===== src/rtl/reg_scoreboard_dec.sv =====
// Register-file write-enable decoder with a pending-write (busy bit) scoreboard.
// Produces RAW stall and WAW issue-ready for decode, and a registered one-hot write enable.
module reg_scoreboard_dec #(
    parameter int ADDR_W   = 5,
    parameter int NUM_REGS = 2**ADDR_W,
    parameter int ZERO_REG = 31
) (
    input  logic                clk,
    input  logic                rst_n,
    input  logic                flush,
    input  logic                iss_valid,
    input  logic [ADDR_W-1:0]   iss_rd,
    output logic                iss_ready,
    input  logic                wb_valid,
    input  logic [ADDR_W-1:0]   wb_rd,
    input  logic [ADDR_W-1:0]   rd_a1,
    input  logic [ADDR_W-1:0]   rd_a2,
    output logic                stall,
    output logic [NUM_REGS-1:0] wb_en,
    output logic [NUM_REGS-1:0] busy_vec,
    output logic                err_spurious
);

    localparam logic [ADDR_W-1:0] ZERO_ADDR = ADDR_W'(ZERO_REG);

    function automatic logic [NUM_REGS-1:0] decode_onehot(
        input logic [ADDR_W-1:0] addr,
        input logic              en
    );
        logic [NUM_REGS-1:0] vec_s;
        if (en) begin
            vec_s = NUM_REGS'(1'b1) << addr;
        end else begin
            vec_s = '0;
        end
        return vec_s;
    endfunction

    // A source is hazardous only if its producer is not writing back this very cycle.
    function automatic logic raw_hit(
        input logic [NUM_REGS-1:0] busy,
        input logic [ADDR_W-1:0]   src,
        input logic                clr,
        input logic [ADDR_W-1:0]   clr_addr
    );
        return (src != ZERO_ADDR) && busy[src] && !(clr && (clr_addr == src));
    endfunction

    logic [NUM_REGS-1:0] busy_r;
    logic [NUM_REGS-1:0] busy_nxt_s;
    logic [NUM_REGS-1:0] wb_en_r;
    logic                err_r;
    logic                wb_clr_s;
    logic                iss_ready_s;
    logic                iss_fire_s;
    logic                stall_s;

    // Hazard detection and issue handshake.
    always_comb begin
        wb_clr_s    = wb_valid && (wb_rd != ZERO_ADDR);
        iss_ready_s = !flush && ((iss_rd == ZERO_ADDR) || !busy_r[iss_rd] ||
                                 (wb_clr_s && (wb_rd == iss_rd)));
        iss_fire_s  = iss_valid && iss_ready_s;
        stall_s     = raw_hit(busy_r, rd_a1, wb_clr_s, wb_rd) ||
                      raw_hit(busy_r, rd_a2, wb_clr_s, wb_rd);
    end

    // Next scoreboard state; set is applied after clear so a new producer wins.
    always_comb begin
        busy_nxt_s = busy_r;
        if (flush) begin
            busy_nxt_s = '0;
        end else begin
            if (wb_clr_s) begin
                busy_nxt_s[wb_rd] = 1'b0;
            end else begin
                busy_nxt_s = busy_r;
            end
            if (iss_fire_s && (iss_rd != ZERO_ADDR)) begin
                busy_nxt_s[iss_rd] = 1'b1;
            end else begin
                busy_nxt_s = busy_nxt_s;
            end
        end
    end

    // Scoreboard, write-enable and sticky error registers; write-backs commit even under flush.
    always_ff @(posedge clk or negedge rst_n) begin
        if (!rst_n) begin
            busy_r  <= '0;
            wb_en_r <= '0;
            err_r   <= 1'b0;
        end else begin
            busy_r  <= busy_nxt_s;
            wb_en_r <= decode_onehot(wb_rd, wb_clr_s);
            if (wb_clr_s && !busy_r[wb_rd] && !flush) begin
                err_r <= 1'b1;
            end else begin
                err_r <= err_r;
            end
        end
    end

    assign iss_ready    = iss_ready_s;
    assign stall        = stall_s;
    assign wb_en        = wb_en_r;
    assign busy_vec     = busy_r;
    assign err_spurious = err_r;

endmodule


===== config.mk =====
export PLATFORM = sky130hd
export DESIGN_NAME = reg_scoreboard_dec
export DESIGN_NICKNAME = d
export VERILOG_FILES = /design/src/rtl/reg_scoreboard_dec.sv
export SDC_FILE = /design/constraint.sdc
export NUM_CORES = 1
export LEC_CHECK = 0
export BUFFER_PORTS_ARGS = -buffer_cell sky130_fd_sc_hd__buf_2
export CAP_MARGIN = 20
export CORE_UTILIZATION = 45
export DETAILED_ROUTE_END_ITERATION = 12
export PLACE_DENSITY = 0.67
export SETUP_SLACK_MARGIN = 0.15
export SYNTH_ARGS = -nofsm -noshare
export SYNTH_HDL_FRONTEND = slang
export SYNTH_SLANG_ARGS = --single-unit

===== constraint.sdc =====
create_clock -name clk -period 2.6 [get_ports clk]
set_clock_uncertainty 0.1 [all_clocks]
set_input_delay 0.13 -clock clk [delete_from_list [all_inputs] [get_ports clk]]
set_output_delay 0.13 -clock clk [all_outputs]
set_load 0.01 [all_outputs]

* Yosys cells after proc, flatten, opt, wreduce, memory -nomap -nowiden
Index checks and enable logic that the tools add are counted.
** Storage, ports and cells
- Flip-flop bits (word level) :: 65
- Output and inout port bits :: 67
- Logic and storage cells :: 61
** Cells by class
- Order comparisons :: 6
- Eq/ne operators :: 8
- Shifts and indexed selects :: 1
- Mux-type cells :: 17
- Bitwise logic cells :: 3
- Reductions and logical operators :: 23
** Operators by type and width (number)
- 2-to-1 mux 32 bit :: 5
- bitwise AND 32 bit :: 1
- inverter 32 bit :: 1
- OR 32 bit :: 1
- << shifter 1 x 5 -> 32 bit (first input constant) :: 1
- less-than comparator 5 x 6 -> 1 bit (second input constant) :: 4
- binary-select mux 1 bit (select 5 bit) :: 4
- inequality test 5 bit (second input constant) :: 4
- == test 5 bit :: 3
- logical AND 1 bit :: 15
- demux 1 bit (select 5 bit) :: 2
- greater-or-equal comparator 5 x 1 -> 1 bit (second input constant) :: 2
- 2-to-1 mux 1 bit :: 6
- == test 5 bit (second input constant) :: 1
- logical NOT 1 bit :: 5
- logical OR 1 bit :: 3

* Logic depth before layout (Yosys ltp)
Gate-level depths: netlist of the first run.
- Word-level depth :: 11
- Depth in mapped cells :: 8
- Gate-level depth less buffers :: 5

* Worst setup path after synthesis of the first run
OpenSTA, ideal clock, no wires.
- Path kind :: register to output
- Start :: register busy_r[7], in the netlist busy_vec[7]
- End :: output port iss_ready
- Arrival :: 1.746 ns
- Data required time :: 2.370 ns
- Setup slack :: 0.624 ns
- Stages on the path, launching flop included :: 7
- Buffers on the path :: 1
- Cell sequence :: dfrtp_1 > mux2_2 > and3_1 > nor4_2 > o211ai_1 > clkbuf_1 > a21oi_1
** On the way
- Cells in the longest elaborated chain, start to end :: 6
** Ends and longest elaborated chain
- from (decl) :: RTL line 49 : logic [NUM_REGS-1:0] busy_r;
- from (signal assigned) :: RTL line 94 : busy_r <= busy_nxt_s;
- binary-select mux 1 bit (select 5 bit) :: RTL line 61 : iss_ready_s = !flush && ((iss_rd == ZERO_ADDR) || !busy_r[iss_rd] ||
- 2-to-1 mux 1 bit (implied by the code) :: RTL line 61
- logical NOT 1 bit :: RTL line 61
- logical OR 1 bit (2 in series) :: RTL line 61
- logical AND 1 bit :: RTL line 61
- to (decl) :: RTL line 13 : output logic iss_ready,
No other way between the ends. The select of a mux whose other input is x is not followed.

* Worst setup path after layout of the first run
- Start :: register busy_r[8], in the netlist busy_vec[8]
- End :: output port stall
** On the way
- Cells in the longest elaborated chain, start to end :: 5
- Elaborated cells between the ends (all ways) :: 9
- Classes of those cells :: mux (4); reduce/logical (5)
** Ends and longest elaborated chain
- binary-select mux 1 bit (select 5 bit) :: RTL line 46 : return (src != ZERO_ADDR) && busy[src] && !(clr && (clr_addr == src));
- 2-to-1 mux 1 bit (implied by the code) :: RTL line 46
- logical AND 1 bit (2 in series) :: RTL line 46
- logical OR 1 bit * :: RTL line 64 : stall_s = raw_hit(busy_r, rd_a1, wb_clr_s, wb_rd) ||
- to (decl) :: RTL line 18 : output logic stall,
Every way passes the cells marked *; elsewhere a longest branch is shown, timed or not. The select of a mux whose other input is x is not followed.

==> results of run 1 <==
[worst paths after layout]
check | slack [ns] | startpoint | end
setup / recovery | 0.20 | busy_vec[8]$_DFF_PN0_ | stall
hold / removal | 0.09 | wb_rd[4] | wb_en[27]$_DFF_PN0_
setup reg to reg | 0.29 | busy_vec[4]$_DFF_PN0_ | busy_vec[13]$_DFF_PN0_
hold reg to reg | 0.37 | err_spurious$_DFFE_PN0P_ | err_spurious$_DFFE_PN0P_
max in group asynchronous | 1.37 | rst_n | busy_vec[11]$_DFF_PN0_
min in group asynchronous | 0.41 | rst_n | wb_en[23]$_DFF_PN0_
[cell families (layout without fill, tap and decap cells)]
| family | Yosys count | count (layout) | synth area share [%] |
|---|---|---|---|
| compound gates | 87 | 88 | 12.0 |
| xor+xnor | 15 | 15 | 3.09 |
| buf+inv | 43 | 123 | 4.35 |
| flops | 65 | 65 | 38.2 |
| mux | 43 | 43 | 17.8 |
| other cells | 1 | 1 | 0.0881 |
| simple gates | 188 | 188 | 24.5 |
[stage by stage]
stage	cells	power, mW	cell area [sq um]	util, %	hold WS [ns]
2_1_floorplan	442	1.24	4260	-	-0.266
3_3_place_gp	616	1.35	4790	52.1	0.243
3_5_place_dp	616	1.36	4790	52.1	0.248
4_1_cts	633	2.09	4970	54.0	0.0793
5_1_grt	634	2.15	5000	54.4	0.104
6_report	634	2.08	5000	54.4	0.0945
[state kept, by name (all words and copies together) (netlist names)]
name,cells
busy_vec,32
wb_en,32
err_spurious,1
[synth_stat cells (10+ instances only)]
cell type	number
nor2_1	66
dfrtp_1	65
a21oi_1	32
nor3b_1	31
o21ai_0	31
clkbuf_1	24
or2_2	24
mux2i_1	18
mux4_2	17
nand2_1	16
nand3_1	11
xnor2_1	11
buf_2	10
[power by group]
| group | switching [mW] | internal (mW) |
|---|---|---|
| clock network | 0.397 | 0.334 |
| logic | 0.206 | 0.113 |
| registers | 0.0128 | 1.02 |
| total | 0.616 | 1.47 |
[what timing repair did]
item                       4_1_cts  5_1_grt
buffers inserted                 1        0
gates resized for setup          0        6
hold buffers                     1        0
setup endpoints to repair        1       22
cloned                           0        1
hold endpoints to repair        65        0
pin swaps                        1        3
[per-layer routing]
layer  up-vias  share of wire (%)  track usage [%]
met4         0                2.6             12.4
li1       1763                  -                -
met3        30                8.6             5.13
met1      1959                 41             37.6
met2       224                 48             45.5
met5         -                  0                0
[final cells by class]
class	instances	area [sq um]
Timing Repair Buffer	103	561
Fill cell	860	4200
Inverter	5	18.8
Sequential cell	65	1630
Clock inverter	6	36.3
Multi-Input combinational cell	335	2490
Clock buffer	9	124
Tap cell	111	139
[tightest hold or removal path, cell delays in order]
cell	delay, ns
buf_2	0.15
nand4_1	0.15
nor2_1	0.07
==> results.md, run 1 <==
- Status: finished clean
- Yosys top cell by area: dfrtp_1
- Via density: between 6 and 7
- Most frequent cells in the layout: 91 x buf_2, 66 x nor2_1, 60 x dfrtp_1
- Crit-path max cell delay: 0.48 ns
- Post-synth ARST share: 100%
- DR pass1 iterations: 7
- Hold Path Class: in2reg
- Vias: between 3000 and 4000
- Dpl ws: 0.250 ns
- Clk sink count: between 60 and 70
- Die footprint: 9850 sq um
- Number of synthesized flops with an enable pin: 0
- Top cells by area, synth: dfrtp_1 38%, mux4_2 9.0%, nor2_1 5.8%
- IO Port Bufs: 91
- Synth Instances: 442
- Worst Setup Slack, final: 0.196 ns
- GP Congestion: 0.932
- Crit-path slowest cell: mux4_2
- Primary FF master, synth: dfrtp_1
- Critical Path RT: 2.37 ns
- Cell Chain, Critical Path: mux4_2 > nor2b_1 > a211o_1 > a32oi_1 > o22ai_1 > buf_2
- CTS clock-pin slew for the worst setup and hold paths: 0.07 ns
- Longest Clk Path Bufs: 2
- HPWL Detailed: about 9.4 mm
- Share of the synthesized area in the top cell type: 38.2%
- Drt wl/cell: 21.4 um
- RSZ-0062 raised after global routing: no
- Peak supply drop: 0.000216 V
- Rel. slew slack: 27.9%
- CP top delay family: compound AO/OA/AOI/OAI gates
- Cell Area, Synth: 4260 sq um
- Syn nets: 467
- Max_cap viols: 0
- Starting Density: 46.3%
- Post-synthesis area per instance: 9.63 sq um
- Total CTS buffers: 9
- Post-synthesis cell type count: 51
- First-pass GRT wire length: 20.9 mm
- Area grow syn2layout: 17.5%
- Worst Path Buf+Inv: 1
- Routed WL: 13.6 mm
- Synthesis warning total: 0
- Core area: 9200 sq um
- Max-slew violations: 0
- Hold depth: 3
- Fmax: 416 MHz
- Fin crit period: 2.40 ns
- Worst setup SP type: register
- Post-DRT Antenna Nets: 0
- CTS tree: yes
- Pwr dens: ~420 nW/um^2
- Die width: around 99 um
- CP Depth: 6
- Starting DRT DRC Count: 420
- IO Pins: 92
- Grt ovf: 0
- Final hold vios: 0
- Root buf cell: clkbuf_8
- H-tree depth: 3
- CP Class: reg2out
- Vias in the first global route: 3823
- Initial antenna violation count: 0
- Post-synthesis sequential area ratio: approximately two fifths
- Commonest non-fill, non-tap cell in the layout: buf_2
- Critical path peak fanout: 6
- Slew @ Worst Pin: 1.08 ns
- Setup_tns: 0 ns
- Leak: around 2.2 nW
- Worst-skew pair later-pin latency: 0.35 ns
- Worst Reg-to-Reg Cells: 7
- Worst setup EP type: output pin
- Row count: 35
- Gr usage total: 28.3%
- Chip Height: a little under 100 um
- Synthesized flop and latch total: 65
- Net count, final: around 540
- DRC errors left: 0
- WP data arrival: 2.17 ns
- Final period utilization: between 90% and 100%
- Largest net degree at the start of global routing: 66
- # setup viols final: 0
- Layout cells sized above 1: 32.7%
- Antenna cells: 0
Note: power is estimated with default switching activity, not from simulation.
==> inputs of run 2 (changes only) <==
Settings changed: ABC_AREA set to 1.
==> results.md, run 2 <==
- Status: finished clean
- GP Congestion: 0.948 (+1.7%)
- Synthesis warning total: 0 (unchanged)
- Yosys top cell by area: dfrtp_1
- Chip Height: 99.6 um (+0.30%)
- Drt wl/cell: 18.7 um (-13%)
- Antenna cells: 0 (unchanged)
- Primary FF master, synth: dfrtp_1
- Root buf cell: clkbuf_8
- Net count, final: 716 (+32%)
- CP Class: reg2out
- Most frequent cells in the layout: 152 x nand2_1, 91 x buf_2, 70 x nor2_1
- Hold Path Class: in2async
- Core area: 9240 sq um (+0.48%)
- Worst r2r src: busy_vec[4]$_DFF_PN0_
- Starting DRT DRC Count: 417 (-0.71%)
- Pwr dens: 463 nW/um^2 (+11%)
- Critical path peak fanout: 5 (-1)
- Non-Filler Instances: 825 (+30%)
- Worst reg2reg endpoint: busy_vec[15]$_DFF_PN0_
- Launch point of the worst path: busy_vec[9]$_DFF_PN0_
- H-tree depth: 3 (unchanged)
- Longest Clk Path Bufs: 2 (unchanged)
- Clk sink count: 65 (unchanged)
- CTS tree: yes
- Die width: 99.6 um (+0.30%)
- Synth cell count leaders: 152 x nand2_1, 70 x nor2_1, 65 x dfrtp_1
- Final hold vios: 0 (unchanged)
- CTS clock-pin slew for the worst setup and hold paths: 0.08 ns (about the same)
- Vias: 4785 (+20%)
- Critical Path RT: 2.37 ns (about the same)
- Max-slew violations: 0 (unchanged)
- Worst setup SP type: register
- Routed WL: 15.5 mm (+14%)
- Top cells by area, synth: dfrtp_1 38%, nand2_1 13%, nand4_1 6.6%
- First-pass GRT wire length: 24.2 mm (+16%)
- Initial antenna violation count: 0 (unchanged)
- Worst setup EP type: output pin
- Commonest non-fill, non-tap cell in the layout: nand2_1
- Cell Chain, Critical Path: inv_1 > a21oi_1 > o21ai_0 > nand3_1 > and2_0 > o21ai_0 > nand2_1 > nand3_1 > nand2_1 > buf_2
- Worst Reg-to-Reg Cells: 11 (+4)
- Share of the synthesized area in the top cell type: 38.0% (-0.23 points)
- Max_cap viols: 0 (unchanged)
- R2R setup slack: 0.62 ns (+0.33 ns)
- Largest net degree at the start of global routing: 36 (-45%)
- Area grow syn2layout: 15.6%
- Peak supply drop: 0.000372 V (+73%)
- IO Pins: 92 (unchanged)
- Starting Density: 46.4% (+0.065 points)
- Crit-path max cell delay: 0.50 ns (+0.02 ns)
- Setup_tns: 0 ns (unchanged)
- Final period utilization: 82.3% (-10 points)
- Die footprint: 9910 sq um (+0.61%)
- Leak: 2.47 nW (+11%)
- DR pass1 iterations: 5 (-2)
- Post-synthesis area per instance: 6.91 sq um (-28%)
- Fin crit period: 2.14 ns (-0.265 ns)
- Post-synth ARST share: 100% (unchanged)
- Grt ovf: 0 (unchanged)
- Placed Cells: 808 (+31%)
- Post-synthesis sequential area ratio: 38.0% (-0.23 points)
- Post-synthesis cell type count: 32 (-37%)
- WP data arrival: 1.91 ns (-0.26 ns)
- Worst-skew pair later-pin latency: 0.36 ns (about the same)
- Gr usage total: 32.2% (+3.9 points)
- RSZ-0062 raised after global routing: no
- Number of synthesized flops with an enable pin: 0 (unchanged)
- Synth Instances: 620 (+40%)
- Vias in the first global route: 4516 (+18%)
- Post-DRT Antenna Nets: 0 (unchanged)
- IO Port Bufs: 91 (unchanged)
- Syn nets: 645 (+38%)
- Total CTS buffers: 9 (unchanged)
- Fmax: 468 MHz (+12%)
- HPWL Detailed: 10.8 mm (+15%)
- Via density: 5.80 (-7.5%)
- PostCTS Resize Cnt: 0 (unchanged)
- Slew @ Worst Pin: 0.970 ns (-0.112 ns)
- Rel. slew slack: 35.3% (+7.4 points)
- Layout cells sized above 1: 18.7% (-14 points)
- Most used standard cell by instance count after synthesis: nand2_1
- Crit-path slowest cell: dfrtp_1
- Row count: 35 (unchanged)
- # setup viols final: 0 (unchanged)
- DRC errors left: 0 (unchanged)
- Synthesized flop and latch total: 65 (unchanged)
- Cell Area, Synth: 4280 sq um (+0.62%)
-- run 2: where the power goes --
group | switching (mW) | total [mW] | leakage [nW] | internal [mW]
Sequential | 0.00942 | 1.03 | 0.898 | 1.02
Combinational | 0.245 | 0.338 | 1.46 | 0.0927
Clock | 0.466 | 0.928 | 0.107 | 0.463
-- run 2: metrics by stage --
stage / utilization [%] / area, sq um / worst slack, ns / hold slack [ns] / power, mW
floorplan: - / 4280 / 1.12 / -0.266 / 1.27
global placement: 51.2 / 4730 / 0.593 / -0.0869 / 1.37
detailed placement: 51.2 / 4730 / 0.545 / -0.0854 / 1.38
CTS: 53.6 / 4950 / 0.485 / 0.0814 / 2.29
global route: 53.6 / 4950 / 0.328 / 0.0857 / 2.38
finish: 53.6 / 4950 / 0.461 / 0.0869 / 2.29
-- run 2: final cells by class --
class / count / area (sq um)
well taps: 129 / 161
inverters: 51 / 191
fillers: 927 / 4290
multi-input cells: 460 / 2200
clock inverters: 7 / 87.6
repair buffers: 104 / 556
clock buffers: 9 / 124
flip-flops and latches: 65 / 1630
-- run 2: critical path, delay by kind of cell, from the launching register on --
kind / cells / cell delay, ns
AOI/OAI and AO/OA: 3 / 0.33
buffers and inverters: 2 / 0.25
DFF: 1 / 0.50
and+or+nand+nor: 5 / 0.49
-- run 2: routing by layer --
layer	vias to the layer above	routed length, um	global-route usage (%)
met3	64	1540	7.31
met2	274	7050	49.5
met4	0	716	18.7
met1	2247	6150	41.7
met5	-	0	0
li1	2200	-	-
-- run 2: timing repair --
item / in CTS / in global routing
hold buffers: 1 / 0
setup buffers: 0 / 0
hold endpoints to repair: 65 / 0
-- run 2: how the worst max path moves through the flow --
stage	slack (ns)	endpoint	depth (start not counted)
final	0.46	stall	10
after floorplan	1.12	busy_vec[10]$_DFF_PN0_	13
after global placement	0.59	busy_vec[23]$_DFF_PN0_	13
after global routing	0.33	stall	10
after CTS	0.49	stall	10
after detailed placement	0.55	busy_vec[15]$_DFF_PN0_	13
-- run 2: cell families (layout without fill, tap and decap cells) --
| group | after synthesis | in the layout | synth area share [%] |
|---|---|---|---|
| other | 1 | 1 | 0.0876 |
| AND/OR/NAND/NOR | 316 | 316 | 32.4 |
| flip-flops | 65 | 65 | 38.0 |
| XOR/XNOR | 14 | 14 | 2.86 |
| buffers and inverters | 95 | 171 | 10.5 |
| AO/OA/AOI/OAI | 129 | 129 | 16.1 |
==> inputs of run 3 (changes only) <==
Settings changed: ABC_AREA 1 to 0, PLACE_DENSITY 0.67 to 0.7.
Clock period 2.6 ns to 1.8 ns, I/O delays scaled along.
==> results.md, run 3 (synthesized netlist as in run 1, its figures left out) <==
- Status: complete, but fails checks
- Failing checks: negative setup slack
- Vias: 4304 (-10%)
- Post-DRT Antenna Nets: 0 (unchanged)
- Crit-path slowest cell: mux4_2
- Leak: 2.74 nW (+11%)
- Initial antenna violation count: 0 (unchanged)
- Max_cap viols: 0 (unchanged)
- P_sw: 1.02 mW (+42%)
- Pint: 2.53 mW (+61%)
- Fin crit period: 2.31 ns
- Switching Share: 28.9% (-2.5 points)
- Commonest non-fill, non-tap cell in the layout: buf_2
- Chip Height: 99.3 um (-0.30%)
- RSZ-0062 raised after global routing: yes
- Layout fillers: 728 (-21%)
- Cell Chain, Critical Path: mux4_2 > nor2b_1 > a211o_1 > a32oi_2 > o22ai_2 > buf_2
- CP Class: reg2out
- DRC errors left: 0 (unchanged)
- Crit-path max cell delay: 0.48 ns (-0.02 ns)
- Starting Density: 46.3% (-0.065 points)
- CP top delay family: compound AO/OA/AOI/OAI gates
- Root buf cell: clkbuf_8
- Worst setup SP type: register
- Worst Reg-to-Reg Cells: 8 (-3)
- Worst Setup Slack, final: -0.512 ns (-0.973 ns)
- Dpl ws: -0.209 ns (-0.755 ns)
- Starting DRT DRC Count: 321 (-23%)
- Critical Path RT: 1.61 ns (-0.76 ns)
- First-pass GRT wire length: 23.7 mm (-1.9%)
- Sequential Power Share: 42.0% (-2.8 points)
- Worst Path Buf+Inv: 1 (-1)
- Drt wl/cell: 21.6 um (+15%)
- Clk sink count: 65 (unchanged)
- Antenna cells: 0 (unchanged)
- IO Port Bufs: 91 (unchanged)
- Die footprint: 9850 sq um (-0.60%)
- Longest Clk Path Bufs: 2 (unchanged)
- Die width: 99.3 um (-0.30%)
- Max-slew violations: 0 (unchanged)
- Routed WL: 15.6 mm (+0.62%)
- Core area: 9200 sq um (-0.47%)
- DR pass1 iterations: 5 (unchanged)
- Setup_tns: -7.06 ns (-7.06 ns)
- Fin util: 65.4% (+12 points)
- IO Pins: 92 (unchanged)
- Critical path peak fanout: 5 (unchanged)
- Area grow syn2layout: 41.3%
- Worst setup EP type: output pin
- Peak supply drop: 0.000323 V (-13%)
- Pwr dens: 591 nW/um^2 (+27%)
- Slew @ Worst Pin: 0.559 ns (-0.411 ns)
- Hold Path Class: in2reg
- HPWL Detailed: 10.9 mm (+0.60%)
- GP Congestion: 0.930 (-1.8%)
- Clk pwr share: 40.9% (+0.4 points)
- Row count: 35 (unchanged)
- Most frequent cells in the layout: 91 x buf_2, 78 x buf_4, 66 x nor2_1
- Via density: 5.99 (+3.2%)
- Multi-input logic area: 2640 sq um (+20%)
- Worst-skew pair later-pin latency: 0.37 ns (about the same)
- Rel. slew slack: 62.7% (+27 points)
- # setup viols final: 32 (+32)
- CP Depth: 6 (-4)
- Comb power frac: 17.1% (+2.4 points)
- Final hold vios: 0 (unchanged)
- Register Area: 1640 sq um (+1.1%)
- Hold depth: 5
- Largest net degree at the start of global routing: 66 (+83%)
- WP data arrival: 2.12 ns (+0.21 ns)
- CTS clock-pin slew for the worst setup and hold paths: 0.08 ns (about the same)
- Total CTS buffers: 9 (unchanged)
- Vias in the first global route: 4205 (-6.9%)
- Final period utilization: 128%
- Layout cells sized above 1: 50.5% (+32 points)
- CTS tree: yes
- Net count, final: 628 (-12%)
- Fmax: 433 MHz
- Grt ovf: 0 (unchanged)
- H-tree depth: 3 (unchanged)
- Gr usage total: 32.5% (+0.32 points)
## run 3: cell types whose count changed in the layout (fill, tap and decap cells not counted), sizes merged, moves of 18 or more
cell   before  now
a21oi      55   32
buf       103  186
inv        52    5
mux2i       0   18
mux4        0   24
nand2     157   16
nand4      45    1
nor3b       0   31
o21ai      56   32
or2         0   24
## run 3: cell type report
class,instances,share of cell area (%)
tap,111,2.31
clock buffer,10,2.12
inverter,5,0.312
sequential,65,27.3
clock inverter,6,1.52
multi-input combinational,334,43.8
timing repair buffer,188,22.6
## run 3: metrics by stage
stage	std cells	cell area [sq um]	total power, mW	hold WS, ns
after global routing	719	6010	3.64	0.114
after detailed placement	680	5300	2.03	0.0391
final	719	6010	3.55	0.0918
after floorplan	442	4290	1.81	-0.306
after global placement	680	5300	2.03	0.0309
after CTS	713	5900	3.53	0.0737
## run 3: timing repair
item                       CTS  global route
buffers inserted            12             6
pin swaps                   25            11
setup endpoints to repair   34            34
hold buffers                 2             0
hold endpoints to repair    66             0
gates cloned                 3             0
gates resized for setup     48            17
## run 3: worst min-delay path, cell delays in order
cell and delay, ns:
buf_2 0.11, buf_4 0.13, nor3_1 0.06, nand2_1 0.08, o21ai_2 0.05
## run 3: final timing paths
path / to / startpoint / slack, ns
max in group asynchronous: busy_vec[15]$_DFF_PN0_ / rst_n / 1.10
max reg2reg: busy_vec[15]$_DFF_PN0_ / busy_vec[6]$_DFF_PN0_ / -0.28
max: stall / busy_vec[11]$_DFF_PN0_ / -0.51
min in group asynchronous: wb_en[26]$_DFF_PN0_ / rst_n / 0.14
min: busy_vec[3]$_DFF_PN0_ / iss_rd[2] / 0.09
min reg2reg: err_spurious$_DFFE_PN0P_ / err_spurious$_DFFE_PN0P_ / 0.38
## run 3: power by group through the flow
| stage | logic [mW] | registers, mW | clock network (mW) |
|---|---|---|---|
| CTS | 0.590 | 1.49 | 1.45 |
| global placement | 0.509 | 1.52 | 0 |
| floorplan | 0.286 | 1.52 | 0 |
| detailed placement | 0.516 | 1.52 | 0 |
| finish | 0.608 | 1.49 | 1.45 |
| global route | 0.646 | 1.49 | 1.50 |
## run 3: per-layer routing
metal | up-vias | track usage, % | share of wire [%]
li1 | 1923 | - | -
met1 | 2110 | 43.1 | 41
met2 | 222 | 50.9 | 48
met3 | 49 | 5.27 | 7.0
met4 | 0 | 18.3 | 4.3
met5 | - | 0 | 0
